$ cat src/rtl/argmax_sequencer.sv
// Final classification stage: streams NUM_CLASSES scores, tracks the running
// maximum and its class index, and presents the winning digit on a valid/ready port.
module argmax_sequencer #(
  parameter int unsigned NUM_CLASSES = 10,
  parameter int unsigned SCORE_W     = 8
) (
  input  logic               clk,
  input  logic               rst_n,
  input  logic               start,
  input  logic               s_valid,
  output logic               s_ready,
  input  logic [SCORE_W-1:0] s_score,
  output logic               d_valid,
  input  logic               d_ready,
  output logic [3:0]         digit,
  output logic [SCORE_W-1:0] max_score,
  output logic               busy,
  output logic [15:0]        frames_done
);

  typedef enum logic [1:0] {
    IDLE,
    COLLECT,
    RESOLVE,
    HOLD
  } state_t;

  localparam logic [3:0] LAST_IDX = 4'(NUM_CLASSES - 1);

  state_t               state_q, state_d;
  logic [3:0]           count_q, count_d;
  logic [SCORE_W-1:0]   run_max_q, run_max_d;
  logic [3:0]           run_idx_q, run_idx_d;
  logic [3:0]           digit_q, digit_d;
  logic [SCORE_W-1:0]   max_score_q, max_score_d;
  logic                 d_valid_q, d_valid_d;
  logic [15:0]          frames_done_q, frames_done_d;

  always_ff @(posedge clk) begin
    if (!rst_n) begin
      state_q       <= IDLE;
      count_q       <= '0;
      run_max_q     <= '0;
      run_idx_q     <= '0;
      digit_q       <= '0;
      max_score_q   <= '0;
      d_valid_q     <= 1'b0;
      frames_done_q <= '0;
    end else begin
      state_q       <= state_d;
      count_q       <= count_d;
      run_max_q     <= run_max_d;
      run_idx_q     <= run_idx_d;
      digit_q       <= digit_d;
      max_score_q   <= max_score_d;
      d_valid_q     <= d_valid_d;
      frames_done_q <= frames_done_d;
    end
  end

  always_comb begin
    state_d       = state_q;
    count_d       = count_q;
    run_max_d     = run_max_q;
    run_idx_d     = run_idx_q;
    digit_d       = digit_q;
    max_score_d   = max_score_q;
    d_valid_d     = d_valid_q;
    frames_done_d = frames_done_q;

    unique case (state_q)
      IDLE: begin
        if (start) begin
          state_d   = COLLECT;
          count_d   = '0;
          run_max_d = '0;
          run_idx_d = '0;
        end
      end
      COLLECT: begin
        // A start here aborts the image; a same-cycle beat is deliberately dropped.
        if (start) begin
          count_d   = '0;
          run_max_d = '0;
          run_idx_d = '0;
        end else if (s_valid) begin
          if ((s_score > run_max_q) || (count_q == '0)) begin
            run_max_d = s_score;
            run_idx_d = count_q;
          end
          count_d = count_q + 4'd1;
          if (count_q == LAST_IDX) begin
            state_d = RESOLVE;
          end
        end
      end
      RESOLVE: begin
        digit_d     = run_idx_q;
        max_score_d = run_max_q;
        d_valid_d   = 1'b1;
        state_d     = HOLD;
      end
      HOLD: begin
        if (d_ready) begin
          d_valid_d     = 1'b0;
          frames_done_d = frames_done_q + 16'd1;
          if (start) begin
            state_d   = COLLECT;
            count_d   = '0;
            run_max_d = '0;
            run_idx_d = '0;
          end else begin
            state_d = IDLE;
          end
        end
      end
      default: state_d = IDLE;
    endcase
  end

  assign s_ready     = (state_q == COLLECT);
  assign busy        = (state_q != IDLE);
  assign d_valid     = d_valid_q;
  assign digit       = digit_q;
  assign max_score   = max_score_q;
  assign frames_done = frames_done_q;

endmodule

$ cat config.mk
export PLATFORM = sky130hd
export DESIGN_NAME = argmax_sequencer
export DESIGN_NICKNAME = d
export VERILOG_FILES = /design/src/rtl/argmax_sequencer.sv
export SDC_FILE = /design/constraint.sdc
export NUM_CORES = 1
export LEC_CHECK = 0
export ABC_AREA = 1
export CORE_ASPECT_RATIO = 0.6
export CORE_MARGIN = 2
export CORE_UTILIZATION = 45
export DETAILED_ROUTE_END_ITERATION = 10
export DONT_BUFFER_PORTS = 1
export GPL_ROUTABILITY_DRIVEN = 0
export PLACE_DENSITY_LB_ADDON = 0.08
export SETUP_SLACK_MARGIN = 0.5
export SYNTH_ARGS = -nofsm -noshare
export SYNTH_HDL_FRONTEND = slang
export SYNTH_SLANG_ARGS = --single-unit
$ cat constraint.sdc
create_clock -name clk -period 1.64 [get_ports clk]
set_clock_uncertainty 0.15 [all_clocks]
set_input_delay 0.328 -clock clk [delete_from_list [all_inputs] [get_ports clk]]
set_output_delay 0.328 -clock clk [all_outputs]
set_load 0.02 [all_outputs]
## Word level (Yosys, flattened, before mapping)

Index checks and enable logic that the tools add are counted.

| word-level totals | value |
|---|---|
| input bits | 13 |
| output and inout port bits | 31 |
| word-level logic and storage cells | 59 |
| register bits after elaboration | 47 |

| cells by class | value |
|---|---|
| eq/ne operators | 11 |
| $lt $le $gt $ge | 1 |
| reductions and logical operators | 11 |
| mux-type cells | 26 |
| add/subtract/negate cells | 2 |

Operators by type and width:

| kind | number |
|---|---|
| two-way mux 8 bit | 5 |
| two-way mux 4 bit | 9 |
| case mux 4 bit (3 select lines) | 2 |
| case mux 8 bit (3 select lines) | 1 |
| adder 16 x 1 -> 16 bit, second input constant | 1 |
| two-way mux 2 bit | 5 |
| > comparator 8 bit | 1 |
| != test 2 bit, second input constant | 4 |
| case mux 2 bit (4 select lines) | 1 |
| AND reduction 5 bit | 1 |
| adder 4 x 1 -> 4 bit, second input constant | 1 |
| equality test 2 bit, second input constant | 2 |
| equality test 4 bit, second input constant | 1 |
| zero test 4 bit | 1 |
| AND reduction 2 bit | 2 |
| AND reduction 4 bit | 1 |
| nonzero test 2 bit | 2 |
| != test 3 x 2 -> 1 bit, second input constant | 1 |
| != test 3 bit, second input constant | 1 |
| AND reduction 3 bit | 1 |
| nonzero test 3 bit | 1 |
| equality test 2 x 1 -> 1 bit, second input constant | 1 |
| zero test 2 bit | 1 |
| two-way mux 1 bit | 2 |
| other kinds (3) | 3 |

## Depth between registers and ports, before layout

| depth | value |
|---|---|
| depth in word-level cells | 6 |
| gate-level depth with buffers | 17 |
| depth with buffers taken out | 16 |

## Least setup slack after synthesis

OpenSTA, ideal clock, no wires.

| timing | value |
|---|---|
| path kind | reg2reg |
| start | register state_q[1] |
| end | register run_max_q[3] |
| setup time | 118 ps |
| stages on the path, launching flop included | 11 |
| arrival | 1,494 ps |
| path slack | -122 ps |
| cells stage by stage | dfxtp_1 > inv_1 > ha_1 > inv_1 > nor2_8 > nand2_4 > nand2_4 > buf_12 > nand2_1 > nand2_1 > nor2_1 |

| between the ends | value |
|---|---|
| word-level cells in the longest chain between the ends | 3 |
| elaborated cells on any way between the ends | 9 |
| those cells by class | eq/ne (5); mux (1); reduce/logical (3) |

Ends and longest elaborated chain:

| what | line | text |
|---|---|---|
| from (decl) | 30 | `state_t state_q, state_d;` |
| from (signal assigned) | 50 | `state_q <= state_d;` |
| equality test 2 x 1 -> 1 bit (*) | n/a |  |
| via s_ready | 11 | `output logic s_ready,` |
| != test 3 x 2 -> 1 bit (no source line), or another cell as far along | n/a |  |
| AND reduction 4 bit (no source line) | n/a |  |
| to (signal assigned) | 52 | `run_max_q <= run_max_d;` |
| to (decl) | 32 | `logic [SCORE_W-1:0] run_max_q, run_max_d;` |

Mark *: on every way through the listed nets, which the timed path passes. The rest lies on a longest branch.
A chain may end at the register's enable or synchronous reset.

## Worst setup path in the final report

| timing | value |
|---|---|
| start | register run_max_q[1] |
| end | register run_idx_q[2] |

| between the ends | value |
|---|---|
| word-level cells in the longest chain between the ends | 4 |

Ends and longest elaborated chain:

| what | line | text |
|---|---|---|
| > comparator 8 bit | 87 | `if ((s_score > run_max_q) \|\| (count_q == '0)) begin` |
| logical OR 1 bit | 87 |  |
| != test 3 x 2 -> 1 bit (no source line) | n/a |  |
| AND reduction 4 bit (no source line) | n/a |  |
| to (signal assigned) | 53 | `run_idx_q <= run_idx_d;` |
| to (decl) | 33 | `logic [3:0] run_idx_q, run_idx_d;` |

No other way between the ends.

==> metrics.yaml <==
outcome: "complete, but fails checks"
violations: "negative hold slack, negative setup slack"
coreArea_sq_um: 5180
cts_tree: "done"
drive_gt1_share_pct: 64.3
drt_wl_total_um: 7220
crit_start: "run_max_q[1]"
htreeDepth: 2
vias: 2447
vias_per_cell: 5.15
syn_nets: 357
dr.pass1.iters: 4
rrSetupSlack_ns: -0.23
tightest_slew_ns: 0.386
ir_worst_vdd_uv: 1160
cp_slowest_cell: "dfxtp_2"
diodes: 0
cp_data_arrival_time_ns: 1.93
holdWs_ns: -0.0265
synth-seq-area-share_pct: 37.9
syn_avg_cell_area_sq_um: 7.60
grt_max_degree: 38
crit_buf_inv: 2
worstPathCellList: "inv_2 -> ha_4 -> nand2_2 -> nand2_2 -> nand2_2 -> nand2_1 -> nand2_1 -> nand2_1 -> nand2_2 -> nand2_4 -> nand2_8 -> clkbuf_16 -> a21oi_2 -> nor2_1"
synth-seq-cells: 47
setup_slack_ns: -0.231
reg2reg_from: "run_max_q[1]"
fp.dieW_um: 99.9
wl_per_cell_um: 15.2
fmax_ghz: 0.535
grtUsageTotal_pct: 21.1
clock_latency_ns: 0.31
ios: 44
ant_nets: 0
final_nets: 438
hold_viol: 22
hpwl_um: 4100
max-cap-violations: 0
synthCells: 327
synth_cell_types: 35
min_period_ns: 1.87
fin_util_pct: 80.6
cp-start-kind: "flop"
max_slew_margin_pct: 74.1
dp.cells: 434
crit_path_max_incr_delay_ns: 0.35
die_area_sq_um: 6150
grt_pass1_wl_um: 10100
num_rows: 20
cp_max_fo: 5
syn_area_sq_um: 2480
drt_iter0_drc: 93
grt_pass1_vias: 2199
cts_buffer_depth: 2
end_kind: "flop"
drc: 0
crit_type: "flop to flop"
antenna_found_initial: 0
die-height_um: 61.5
min_period_over_period_pct: 114
worstPathRequired_ns: 1.70
final_cells: 475
slew_viol_final: 0
p_leak_nw: 1.75
syn_to_final_growth_pct: 68.1
start_util_pct: 47.9
port_buffers: 0
worstHoldStart: "rst_n"
path_clk_slew_ns: 0.10
overflow: 0
setup_viol_count_final: 27
rsz0062_at_grt: "true"
clock-sinks: 47
yosys_warnings: 0
cts-root-buf: "clkbuf_8"
crit_family: "simple AND/OR/NAND/NOR gates"
cts_inserted_buffers: 5
power.density_nw_per_um2: 1410
holdCritPathClass: "input pin to flop"
cpMostUsedCell: "nand2_2"
## cell families (layout without fill, tap and decap cells)
group	Yosys count	after routing	synth area share (%)
flops	47	47	37.9
compound gates	60	60	13.2
fa+ha+maj	17	17	8.56
buf+inv	51	132	9.42
xor+xnor	3	3	1.06
simple gates	149	150	29.8
## cells in the mapped netlist
cell,n,share of area (%)
nor4_2,1,0.50
buf_6,3,1.4
a21oi_1,26,5.2
o21ai_1,2,0.40
o21a_1,1,0.30
nand4_2,1,0.50
nand2_1,61,9.2
buf_4,1,0.30
ha_1,17,8.6
dfxtp_1,47,38
inv_1,37,5.6
xor2_1,1,0.35
xnor2_1,2,0.71
nand2_2,5,1.3
nand3_1,9,1.8
nor4_1,2,0.50
buf_12,1,0.81
a21o_1,1,0.30
a31oi_1,1,0.25
nor3b_1,1,0.30
o21ai_0,23,4.6
or2_1,1,0.25
clkbuf_1,4,0.60
nor2_8,1,0.81
a21oi_2,5,1.8
a41oi_1,1,0.35
nand3_4,1,0.71
clkinv_1,1,0.15
nand3_2,5,2.0
nor3_1,6,1.2
nor2_1,37,5.6
nand2_4,3,1.4
nand4_1,1,0.25
nor2_2,14,3.5
inv_2,4,0.60
## layer usage
| metal | GRT usage, % | up-vias | wire length, um |
|---|---|---|---|
| met3 | 6.13 | 9 | 438 |
| met2 | 34.5 | 62 | 3250 |
| li1 | - | 1215 | - |
| met4 | 6.46 | 0 | 82 |
| met5 | 0 | - | 0 |
| met1 | 27.7 | 1161 | 3460 |
## sequential cells by signal, summed over array words and instances (netlist names)
signal,count
state_q,2
d_valid,1
run_max_q,8
frames_done,16
digit,4
run_idx_q,4
count_q,4
max_score,8
## timing repair
action | 4_1_cts | 5_1_grt
pin swaps | 22 | 33
buffers inserted | 17 | 12
gates cloned | 0 | 4
endpoints found under the setup margin | 77 | 78
hold endpoints to repair | 34 | 31
gates resized for setup | 125 | 62
## per-stage QoR
step	total power [W]	setup WS, ns	area [sq um]	hold WS [ns]	setup TNS, ns
2_1_floorplan	0.00331	-0.0637	2740	0.297	-0.524
3_3_place_gp	0.00380	-0.162	3120	0.296	-1.39
3_5_place_dp	0.00385	-0.220	3120	0.298	-2.02
4_1_cts	0.00513	-0.126	3750	-0.0464	-1.49
5_1_grt	0.00622	-0.337	4170	-0.0500	-5.68
6_report	0.00587	-0.231	4170	-0.0265	-3.03
## layout by cell type (no fill, tap or decap), drive strengths merged
cell type  count
ha            17
a31oi          1
inv           41
nor2          52
clkbuf         9
nor3           6
o21ai         25
nand3         15
o21a           1
xor2           1
a21oi         31
a41oi          1
a21o           1
nand4          2
clkinv         2
buf           79
or2            1
nand2         70
nor3b          1
clkinvlp       1
nor4           3
dfxtp         47
xnor2          2
## worst paths after layout
path	end	depth (start not counted)
setup reg to reg	run_idx_q[2]	14
setup / recovery	run_idx_q[2]	14
hold / removal	frames_done[5]	2
hold reg to reg	digit[0]	2
## power by group
part	leakage (nW)	internal, W	switching [W]
sequential	0.406	0.00144	0.000312
combinational	1.29	0.00159	0.00168
clock	0.0530	0.000399	0.000449
## layout make-up
type | count | area [sq um]
clock inverters | 2 | 16.3
flip-flops and latches | 47 | 1040
fillers | 301 | 1010
clock buffers | 6 | 93.8
repair buffers | 82 | 832
multi-input cells | 230 | 1930
well taps | 66 | 82.6
inverters | 42 | 183
Power figures use the tool's default switching activity.
